File: config.mk
export PLATFORM = sky130hd
export DESIGN_NAME = seq_multiplier
export DESIGN_NICKNAME = d
export VERILOG_FILES = /design/src/rtl/seq_mult_pkg.sv /design/src/rtl/edge_detect.sv /design/src/rtl/seq_multiplier.sv
export SDC_FILE = /design/constraint.sdc
export NUM_CORES = 1
export LEC_CHECK = 0
export BUFFER_PORTS_ARGS = -buffer_cell sky130_fd_sc_hd__buf_4
export CAP_MARGIN = 20
export CORE_UTILIZATION = 56
export DETAILED_ROUTE_END_ITERATION = 8
export PLACE_DENSITY = 0.81
export SYNTH_ARGS = -nofsm -noshare
export SYNTH_HDL_FRONTEND = slang
export SYNTH_SLANG_ARGS = --single-unit
File: constraint.sdc
create_clock -name clock -period 2.3 [get_ports clock]
set_input_delay 0.345 -clock clock [delete_from_list [all_inputs] [get_ports clock]]
set_output_delay 0.345 -clock clock [all_outputs]
set_load 0.01 [all_outputs]
File: src/rtl/seq_mult_pkg.sv
// Shared types and constants for the sequential multiplier.
//   state_t      : controller state (IDLE, BUSY)
//   FUNC_LOAD_*  : function codes selecting the operand register written by a load
package seq_mult_pkg;

  typedef enum logic {
    IDLE = 1'b0,
    BUSY = 1'b1
  } state_t;

  localparam logic [1:0] FUNC_LOAD_M = 2'b00;
  localparam logic [1:0] FUNC_LOAD_Q = 2'b01;

endpackage

File: src/rtl/edge_detect.sv
// One-bit rising-edge detector. The board top also uses this block.
// Ports:
//   clock : system clock
//   reset : synchronous, active-high reset (clears the delayed copy)
//   in    : level input
//   out   : high for the cycle in which 'in' is high and was low on the previous edge
module edge_detect (
  input  logic clock,
  input  logic reset,
  input  logic in,
  output logic out
);

  logic in_d;

  // Delayed copy, updated every cycle regardless of the consumer's state.
  always_ff @(posedge clock) begin
    if (reset) begin
      in_d <= 1'b0;
    end else begin
      in_d <= in;
    end
  end

  assign out = in & ~in_d;

endmodule

File: src/rtl/seq_multiplier.sv
// Multi-cycle shift-and-add multiplier with operand load registers and a
// start/ready handshake. Produces one product bit-step per clock (n steps).
// Build option: define BOOTH_EN for signed radix-2 Booth; otherwise unsigned.
// Ports:
//   clock   : system clock
//   reset   : synchronous, active-high reset
//   start   : debounced level; a rising edge requests a multiply
//   func    : load select (00 -> M, 01 -> Q, others ignored)
//   load    : write data_in to the selected register while idle
//   data_in : operand value
//   ready   : high when idle and AQ holds a result or the reset value
//   AQ      : {A,Q}; the product once ready is high
module seq_multiplier
  import seq_mult_pkg::*;
#(
  parameter int unsigned n = 4
) (
  input  logic             clock,
  input  logic             reset,
  input  logic             start,
  input  logic [1:0]       func,
  input  logic             load,
  input  logic [n-1:0]     data_in,
  output logic             ready,
  output logic [2*n-1:0]   AQ
);

  localparam int unsigned CW = $clog2(n + 1);

  state_t        state, state_nxt;
  logic [n-1:0]  m, m_nxt;
  logic [n-1:0]  q, q_nxt;
  logic [n-1:0]  a, a_nxt;
  logic          c, c_nxt;
  logic [CW-1:0] cnt, cnt_nxt;
  logic          ready_nxt;
  logic          go;
`ifdef BOOTH_EN
  logic          qm1, qm1_nxt;
  logic [n:0]    ext;
`else
  logic [n:0]    sum;
`endif

  // Start-edge detection; runs every cycle, including while busy.
  edge_detect u_start_edge (
    .clock (clock),
    .reset (reset),
    .in    (start),
    .out   (go)
  );

  // Next-state, datapath and handshake logic.
  always_comb begin
    state_nxt = state;
    m_nxt     = m;
    q_nxt     = q;
    a_nxt     = a;
    c_nxt     = c;
    cnt_nxt   = cnt;
    ready_nxt = ready;
`ifdef BOOTH_EN
    qm1_nxt   = qm1;
    ext       = {a[n-1], a};
`else
    sum       = {c, a};
`endif
    case (state)
      IDLE: begin
        // A start edge takes priority; a coincident load is dropped.
        if (go) begin
          state_nxt = BUSY;
          a_nxt     = '0;
          c_nxt     = 1'b0;
          cnt_nxt   = CW'(n);
          ready_nxt = 1'b0;
`ifdef BOOTH_EN
          qm1_nxt   = 1'b0;
`endif
        end else if (load) begin
          if (func == FUNC_LOAD_M) begin
            m_nxt = data_in;
          end else if (func == FUNC_LOAD_Q) begin
            q_nxt = data_in;
          end
        end
      end
      BUSY: begin
`ifdef BOOTH_EN
        // Sign-extended to n+1 bits so A-M cannot overflow before the shift.
        case ({q[0], qm1})
          2'b10:   ext = {a[n-1], a} - {m[n-1], m};
          2'b01:   ext = {a[n-1], a} + {m[n-1], m};
          default: ext = {a[n-1], a};
        endcase
        a_nxt   = ext[n:1];
        q_nxt   = {ext[0], q[n-1:1]};
        qm1_nxt = q[0];
        c_nxt   = 1'b0;
`else
        if (q[0]) begin
          sum = {1'b0, a} + {1'b0, m};
        end
        // Logical shift of {C,A,Q}: C refills with zero.
        a_nxt = sum[n:1];
        q_nxt = {sum[0], q[n-1:1]};
        c_nxt = 1'b0;
`endif
        cnt_nxt = cnt - CW'(1);
        if (cnt == CW'(1)) begin
          state_nxt = IDLE;
          ready_nxt = 1'b1;
        end
      end
      default: begin
        state_nxt = IDLE;
        ready_nxt = 1'b1;
      end
    endcase
  end

  // State and datapath registers.
  always_ff @(posedge clock) begin
    if (reset) begin
      state <= IDLE;
      m     <= '0;
      q     <= '0;
      a     <= '0;
      c     <= 1'b0;
      cnt   <= '0;
      ready <= 1'b1;
`ifdef BOOTH_EN
      qm1   <= 1'b0;
`endif
    end else begin
      state <= state_nxt;
      m     <= m_nxt;
      q     <= q_nxt;
      a     <= a_nxt;
      c     <= c_nxt;
      cnt   <= cnt_nxt;
      ready <= ready_nxt;
`ifdef BOOTH_EN
      qm1   <= qm1_nxt;
`endif
    end
  end

  assign AQ = {a, q};

endmodule

==> reports/qor.yml, run 1 <==
sta:
  hold_viol_final: 0
  worst_pin_slew_ns: 0.414
  slew_headroom: 0.722
  period_share: 0.708
  clock_skew_ns: 0.00452
  setup_viol: 0
  rsz0062_at_grt: "no"
  tns_ns: 0
  post-route-min-period_ns: 1.63
  fin_ws_ns: 0.672
  fmax_mhz: 614
  slew_violations: 0
cts:
  cts_post_setup_buffers_inserted: 0
  insertion_delay_ns: 0.29
  clockBufferDepth: 2
  ctsHoldBuffers: 0
  cts_buffers: 3
  post_cts_resize_count: 0
  cts_tree: "yes"
  clockRootBuffer: "clkbuf_4"
  clkSinkCount: 18
  h-tree-depth: 1
  clk_pin_slew_ns: 0.10
pwr:
  p_sw_uw: 179
  switching_share: 0.284
  pwr-share-seq: 0.560
  p_leak_uw: 0.000451
  peakVddDrop_v: 0.000415
  internal-power_uw: 452
  p_per_area_nw_per_um2: 566
  combPwrFrac: 0.192
  clkPwrFrac: 0.248
synthesis:
  netlist_area_um2: 950
  ys_seq_elements: 18
  synthCells: 100
  synth_edf_count: 0
  synth_top_flop_cell: "dfxtp_1"
  syn_area_per_cell_um2: 9.50
  syn_nets: 117
  yosysWarnings: 0
  synth_cell_types: 30
  yosysSeqAreaShare: 0.379
  synth-async-reset-ratio: 0
route:
  wl_per_cell_um: 14.4
  drt_pass1_iterations: 4
  viasPerCell: 5.66
  ant_nets: 0
  drc_errors: 0
  drt_iter0_drc: 15
  routed-via-count: 758
  wl_um: 1930
global_routing:
  antenna_found_initial: 0
  grt_pass1_wl_um: 3430
  grt_use_total: 0.247
  grt_max_degree: 19
  grt_pass1_vias: 783
  grt_overflow_total: 0
placed_design:
  port_buffers: 18
  gp_congestion: 0.732
  pre_cts_slack_ns: 0.696
  hpwlAfterDp_um: 1420
finish:
  drive_gt1_frac: 0.229
  syn2layout_area_growth_pct: 17.4
  final_cell_mix: "buf_4, dfxtp_1, nor2_1"
  n_antenna_cell: 0
  layout.nets: 137
  layout_commonest_cell: "buf_4"
die:
  fp.dieArea_um2: 1860
  die_h_um: 43.2
  num_rows: 14
  ioPinCount: 19
  start_util: 0.616
  die_x_um: 43.2
  core_um2: 1540
critical_path:
  crit_path_top_delay_cell: "dfxtp_1"
  critPathKind: "flip-flop to flip-flop"
  cp.required_ns: 2.52
  cpPeakStageDelay_ns: 0.41
  setup.worst_path.start_class: "flip-flop"
  critPathCaptureType: "flip-flop"
  worstPathArrival_ns: 1.85
  crit_chain: "ha_1 -> inv_1 -> fa_1 -> nor2b_1 -> o21a_1 -> o211ai_1 -> a21oi_1"
  cp_max_fo: 4
job:
  maxCapViolations: 0
worst_hold_path:
  min_path_type: "input pin to flip-flop"
status:
  outcome: "completed"
-- final timing paths --
kind	start	endpoint	slack, ns	cells past startpoint
worst min-delay path	start	u_start_edge.in_d$_SDFF_PP0_	0.28	2
worst max-delay path	a[0]$_SDFFE_PP0N_	a[3]$_SDFFE_PP0N_	0.67	7
worst max register to register	a[0]$_SDFFE_PP0N_	a[3]$_SDFFE_PP0N_	0.67	7
worst min register to register	ready$_SDFFE_PP1P_	ready$_SDFFE_PP1P_	0.49	2
-- state kept, by name, indices dropped and copies added (netlist names) --
| name | cells |
|---|---|
| a | 4 |
| q | 4 |
| m | 4 |
| state | 1 |
| cnt | 3 |
| u_start_edge.in_d | 1 |
| ready | 1 |
-- synth_stat cells (2+ instances only) --
cell,n,share of area
a211oi_1,5,0.040
a21oi_1,6,0.032
a31oi_1,2,0.013
clkbuf_1,2,0.0079
dfxtp_1,18,0.38
ha_1,6,0.079
inv_1,5,0.020
inv_2,2,0.0079
mux2i_1,11,0.12
nand2_1,3,0.012
nand2b_1,3,0.020
nand3_1,3,0.016
nor2_1,15,0.059
nor2b_1,2,0.013
o211ai_1,2,0.016
-- per-layer routing --
layer,GRT usage,wire length [um]
met4,0.115,41
met3,0.0298,62
met2,0.421,947
met5,0,0
met1,0.305,879
-- logic make-up after synthesis --
kind of cell	Yosys count	synth area share
AND/OR/NAND/NOR	31	0.180
AO/OA/AOI/OAI	20	0.154
flip-flops	18	0.379
multiplexers	12	0.128
buffers and inverters	11	0.0488
adder cells (fa/ha/maj)	7	0.100
XOR/XNOR	1	0.00922
-- power groups by stage --
stage	Sequential, uW	Combinational [uW]	Clock, uW
after floorplan	357	78.4	0
after global placement	358	118	0
after detailed placement	360	121	0
after CTS	353	122	161
after global routing	357	135	172
final	354	121	156
-- through the flow --
stage | instances | util | total power [uW] | cell area, um^2 | hold WS (ns)
final | 134 | 0.723 | 631 | 1110 | 0.285
after global routing | 134 | 0.723 | 663 | 1110 | 0.289
after CTS | 134 | 0.723 | 636 | 1110 | 0.283
after detailed placement | 131 | 0.709 | 482 | 1090 | 0.473
after global placement | 131 | 0.709 | 476 | 1090 | 0.464
after floorplan | 100 | - | 435 | 950 | 0.447
-- critical path: cells and delay by family (launching register included) --
family	cells	cell delay, ns
buffers and inverters	1	0.05
flip-flops	1	0.41
AO/OA/AOI/OAI	3	0.38
adder cells (fa/ha/maj)	2	0.58
AND/OR/NAND/NOR	1	0.13
-- final cells by class --
cell class / instances / area [um^2]
fill: 119 / 427
inverter: 7 / 26.3
timing repair buffer: 19 / 143
tap: 16 / 20.0
multi-input combinational: 71 / 543
clock buffer: 3 / 22.5
sequential: 18 / 360
No activity file was read; power rests on OpenSTA's default activity.
==> run 2: changes to the inputs <==
Settings changed: CORE_UTILIZATION 56 to 47, PLACE_DENSITY 0.81 to 0.73.
Clock period 2.3 ns to 1.4 ns, I/O delays scaled along.
==> reports/qor.yml, run 2 (synthesis results as in run 1) <==
route:
  routed-via-count: 795
  drt_iter0_drc: 18
  ant_nets: 0
  drc_errors: 0
  viasPerCell: 5.26
  wl_um: 2190
  wl_per_cell_um: 14.5
  drt_pass1_iterations: 4
die:
  num_rows: 15
  die_x_um: 47.0
  fp.dieArea_um2: 2200
  start_util: 0.527
  core_um2: 1800
  die_h_um: 47.0
  ioPinCount: 19
cts:
  cts_buffers: 3
  clockRootBuffer: "clkbuf_4"
  clkSinkCount: 18
  insertion_delay_ns: 0.30
  h-tree-depth: 1
  clk_pin_slew_ns: 0.11
  clockBufferDepth: 2
  cts_tree: "yes"
sta:
  hold_ws_ns: 0.154
  setup_viol: 1
  worst_pin_slew_ns: 0.418
  fmax_mhz: 709
  rsz0062_at_grt: "yes"
  hold_viol_final: 0
  slew_violations: 0
  post-route-min-period_ns: 1.41
  tns_ns: -0.00993
  clock_skew_ns: 0.00951
  period_share: 1.01
  slew_headroom: 0.719
  fin_ws_ns: -0.00993
critical_path:
  cp-startpoint: "a[1]$_SDFFE_PP0N_"
  cp_max_fo: 3
  worstPathArrival_ns: 1.66
  cp.required_ns: 1.65
  setup.worst_path.start_class: "flip-flop"
  critPathKind: "flip-flop to flip-flop"
  rr_startpoint: "a[1]$_SDFFE_PP0N_"
  critPathCaptureType: "flip-flop"
pwr:
  p_per_area_nw_per_um2: 872
  pwr-share-seq: 0.532
  switching_share: 0.292
  internal-power_uw: 769
  combPwrFrac: 0.210
  peakVddDrop_v: 0.000690
  p_sw_uw: 317
  clkPwrFrac: 0.259
  p_leak_uw: 0.000487
finish:
  fin_area_um2: 1240
  syn2layout_area_growth_pct: 31.1
  fillers: 144
  final_cells: 151
  layout_commonest_cell: "buf_4"
  layout.nets: 144
  n_antenna_cell: 0
  drive_gt1_frac: 0.381
  final_cell_mix: "buf_4, nor2_1, dfxtp_1"
  reg.largest.list: "a (4), m (4), q (4)"
placed_design:
  dpl.cell_count: 145
  gp_congestion: 0.787
  pre_cts_slack_ns: -0.0734
  port_buffers: 18
  postPlaceCellArea_um2: 1150
  hpwlAfterDp_um: 1520
worst_hold_path:
  min_path_type: "input pin to flip-flop"
  min_from: "data_in[0]"
status:
  outcome: "finished, violations left"
  violations: "negative setup slack"
job:
  maxCapViolations: 0
global_routing:
  grt_max_degree: 19
  grt_overflow_total: 0
  grt_pass1_vias: 727
  antenna_found_initial: 0
  grt_use_total: 0.232
  grt_pass1_wl_um: 3440
run 2: cell count changes in the layout (fill, tap and decap cells not counted), moves of 2 or more:
cell	previous run	this run
buf_4	19	26
dfxtp_1	18	12
dfxtp_2	0	5
ha_1	6	3
ha_4	0	3
a21oi_1	6	4
a21oi_2	0	2
run 2: metrics by stage:
stage           util  power, uW
4_1_cts        0.683       1090
2_1_floorplan      -        714
6_report       0.691       1090
3_5_place_dp   0.639        800
5_1_grt        0.691       1150
3_3_place_gp   0.639        791
run 2: area by class of cell:
class	count	area, um^2	share of cell area
clock buffers	4	26.3	0.0211
multi-input cells	71	596	0.478
inverters	7	26.3	0.0211
well taps	25	31.3	0.0251
flip-flops and latches	18	370	0.297
repair buffers	26	195	0.157
run 2: power by group through the flow:
| stage | clock [uW] | sequential, uW | combinational, uW |
|---|---|---|---|
| global route | 324 | 582 | 247 |
| CTS | 289 | 576 | 221 |
| floorplan | 0 | 585 | 129 |
| global placement | 0 | 583 | 209 |
| detailed placement | 0 | 585 | 216 |
| finish | 281 | 577 | 228 |
run 2: worst max-delay path, stage by stage, from the launching register on:
cell and delay (ns):
dfxtp_2 0.37, ha_4 0.27, nand3_2 0.09, and3b_1 0.17, or3_1 0.33, a21oi_2 0.12
run 2: what timing repair did:
| action | in CTS | in global routing |
|---|---|---|
| hold buffers | 0 | 0 |
| setup endpoints to repair | 4 | 5 |
| pin swaps | 6 | 6 |
| buffers inserted | 1 | 1 |
| resized for setup | 9 | 2 |
| hold endpoints to repair | 0 | 0 |
run 2: path summary, 6_finish.rpt:
| kind | cells after the start | to | slack (ns) |
|---|---|---|---|
| setup / recovery | 5 | a[2]$_SDFFE_PP0N_ | -0.01 |
| hold / removal | 3 | m[0]$_SDFFE_PP0P_ | 0.15 |
| setup reg to reg | 5 | a[2]$_SDFFE_PP0N_ | -0.01 |
| hold reg to reg | 1 | cnt[2]$_SDFFE_PP0N_ | 0.49 |
run 2: layer usage:
| layer | vias up | global-route usage | routed length (um) |
|---|---|---|---|
| li1 | 405 | - | - |
| met1 | 373 | 0.275 | 949 |
| met2 | 14 | 0.414 | 1160 |
| met3 | 3 | 0.0808 | 74 |
| met4 | 0 | 0.0343 | 10 |
| met5 | - | 0 | 0 |
==> run 3: changes to the inputs <==
Settings changed: PLACE_DENSITY 0.73 to default, PLACE_DENSITY_LB_ADDON from default to 0.25.
==> reports/qor.yml, run 3 (synthesis results as in run 1) <==
route:
  ant_nets: 0
  wl_met2_um: 1150
  drt_pass1_iterations: 4
  viasPerCell: 5.43
  top_layer: "met4"
  wl_per_cell_um: 14.7
  routedLengthMet1_um: 995
  wl_met3_um: 56
  drt_iter0_drc: 14
  wl_um: 2240
  drc_errors: 0
  routed-via-count: 826
global_routing:
  grt_overflow_total: 0
  antenna_found_initial: 0
  grt_pass1_vias: 791
  grt_pass1_wl_um: 3650
  grt_use_total: 0.240
  grt_max_degree: 19
worst_hold_path:
  min_path_type: "input pin to flip-flop"
  min_from: "data_in[2]"
sta:
  hold_viol_final: 0
  setup_viol: 3
  tns_ns: -0.0486
  slew_violations: 0
  period_share: 1.02
  fin_ws_ns: -0.0323
  clock_skew_ns: 0.000876
  rsz0062_at_grt: "yes"
  slew_headroom: 0.748
  worst_pin_slew_ns: 0.378
  post-route-min-period_ns: 1.43
  fmax_mhz: 698
finish:
  layout_commonest_cell: "buf_4"
  layout.nets: 145
  syn2layout_area_growth_pct: 31.0
  utilization: 0.690
  reg.largest.list: "a (4), m (4), q (4)"
  drive_gt1_frac: 0.378
  fin_area_um2: 1240
  final_cells: 152
  n_antenna_cell: 0
  final_cell_mix: "buf_4, nor2_1, dfxtp_1"
critical_path:
  setup.worst_path.start_class: "flip-flop"
  path_buf_inv: 1
  cp_max_fo: 2
  path_delay_family: "adder cells"
  critPathKind: "flip-flop to flip-flop"
  crit_chain: "ha_4 -> inv_2 -> fa_2 -> nor2b_2 -> o21a_1 -> o211ai_1 -> a21oi_1"
  critPathCaptureType: "flip-flop"
  rr_startpoint: "m[0]$_SDFFE_PP0P_"
  crit_path_top_delay_cell: "dfxtp_2"
  worstPathArrival_ns: 1.67
  cp-startpoint: "m[0]$_SDFFE_PP0P_"
  cp.required_ns: 1.64
  cpPeakStageDelay_ns: 0.38
cts:
  clockBufferDepth: 2
  ctsHoldBuffers: 0
  clkSinkCount: 18
  h-tree-depth: 1
  clk_pin_slew_ns: 0.11
  cts_tree: "yes"
  insertion_delay_ns: 0.30
  cts_buffers: 3
  clockRootBuffer: "clkbuf_4"
pwr:
  peakVddDrop_v: 0.000575
  p_per_area_nw_per_um2: 912
  p_leak_uw: 0.000500
placed_design:
  port_buffers: 18
  gp_congestion: 0.808
  dpl.cell_count: 146
  postPlaceCellArea_um2: 1160
  hpwlAfterDp_um: 1540
die:
  start_util: 0.527
  die_h_um: 47.0
  num_rows: 15
  core_um2: 1800
  fp.dieArea_um2: 2200
  die_x_um: 47.0
  ioPinCount: 19
status:
  violations: "negative setup slack"
  outcome: "finished, violations left"
job:
  maxCapViolations: 0
## run 3: where the power goes
| part | switching, uW | total [uW] | internal [uW] |
|---|---|---|---|
| clock | 173 | 331 | 159 |
| sequential | 32.7 | 577 | 544 |
| combinational | 114 | 226 | 112 |
| total | 319 | 1130 | 815 |
## run 3: metrics by stage
step	worst slack (ns)	total power (uW)	hold WS, ns
after floorplan	-0.00837	714	0.338
after global placement	-0.0422	795	0.444
after detailed placement	-0.0788	806	0.458
after CTS	-0.0451	1130	0.146
after global routing	-0.0822	1180	0.157
final	-0.0323	1130	0.145
## run 3: final cells by class
cell class              count  area [um^2]
repair buffers             27          203
fillers                   165          558
flip-flops and latches     18          370
clock buffers               4         36.3
inverters                   7         26.3
well taps                  25         31.3
multi-input cells          71          577
## run 3: path summary, 6_finish.rpt
kind / cells after the start / end / slack [ns]
worst max-delay path: 7 / a[3]$_SDFFE_PP0N_ / -0.03
worst min-delay path: 3 / m[2]$_SDFFE_PP0P_ / 0.14
worst max register to register: 7 / a[3]$_SDFFE_PP0N_ / -0.03
worst min register to register: 1 / cnt[2]$_SDFFE_PP0N_ / 0.49
## run 3: worst min-delay path: cells and delay by family
kind	cells	cell delay, ns
buffers and inverters	1	0.08
AND/OR/NAND/NOR	1	0.07
multiplexers	1	0.05
## run 3: per-layer routing
layer | up-vias | track usage
met5 | - | 0
met4 | 0 | 0.0857
met3 | 5 | 0.0231
met2 | 19 | 0.450
met1 | 395 | 0.281
li1 | 407 | -
## run 3: repair_timing
action                                  CTS  global route
pin swaps                                 5             2
endpoints found under the setup margin    4             5
gates resized for setup                   5             4
setup buffers                             1             1
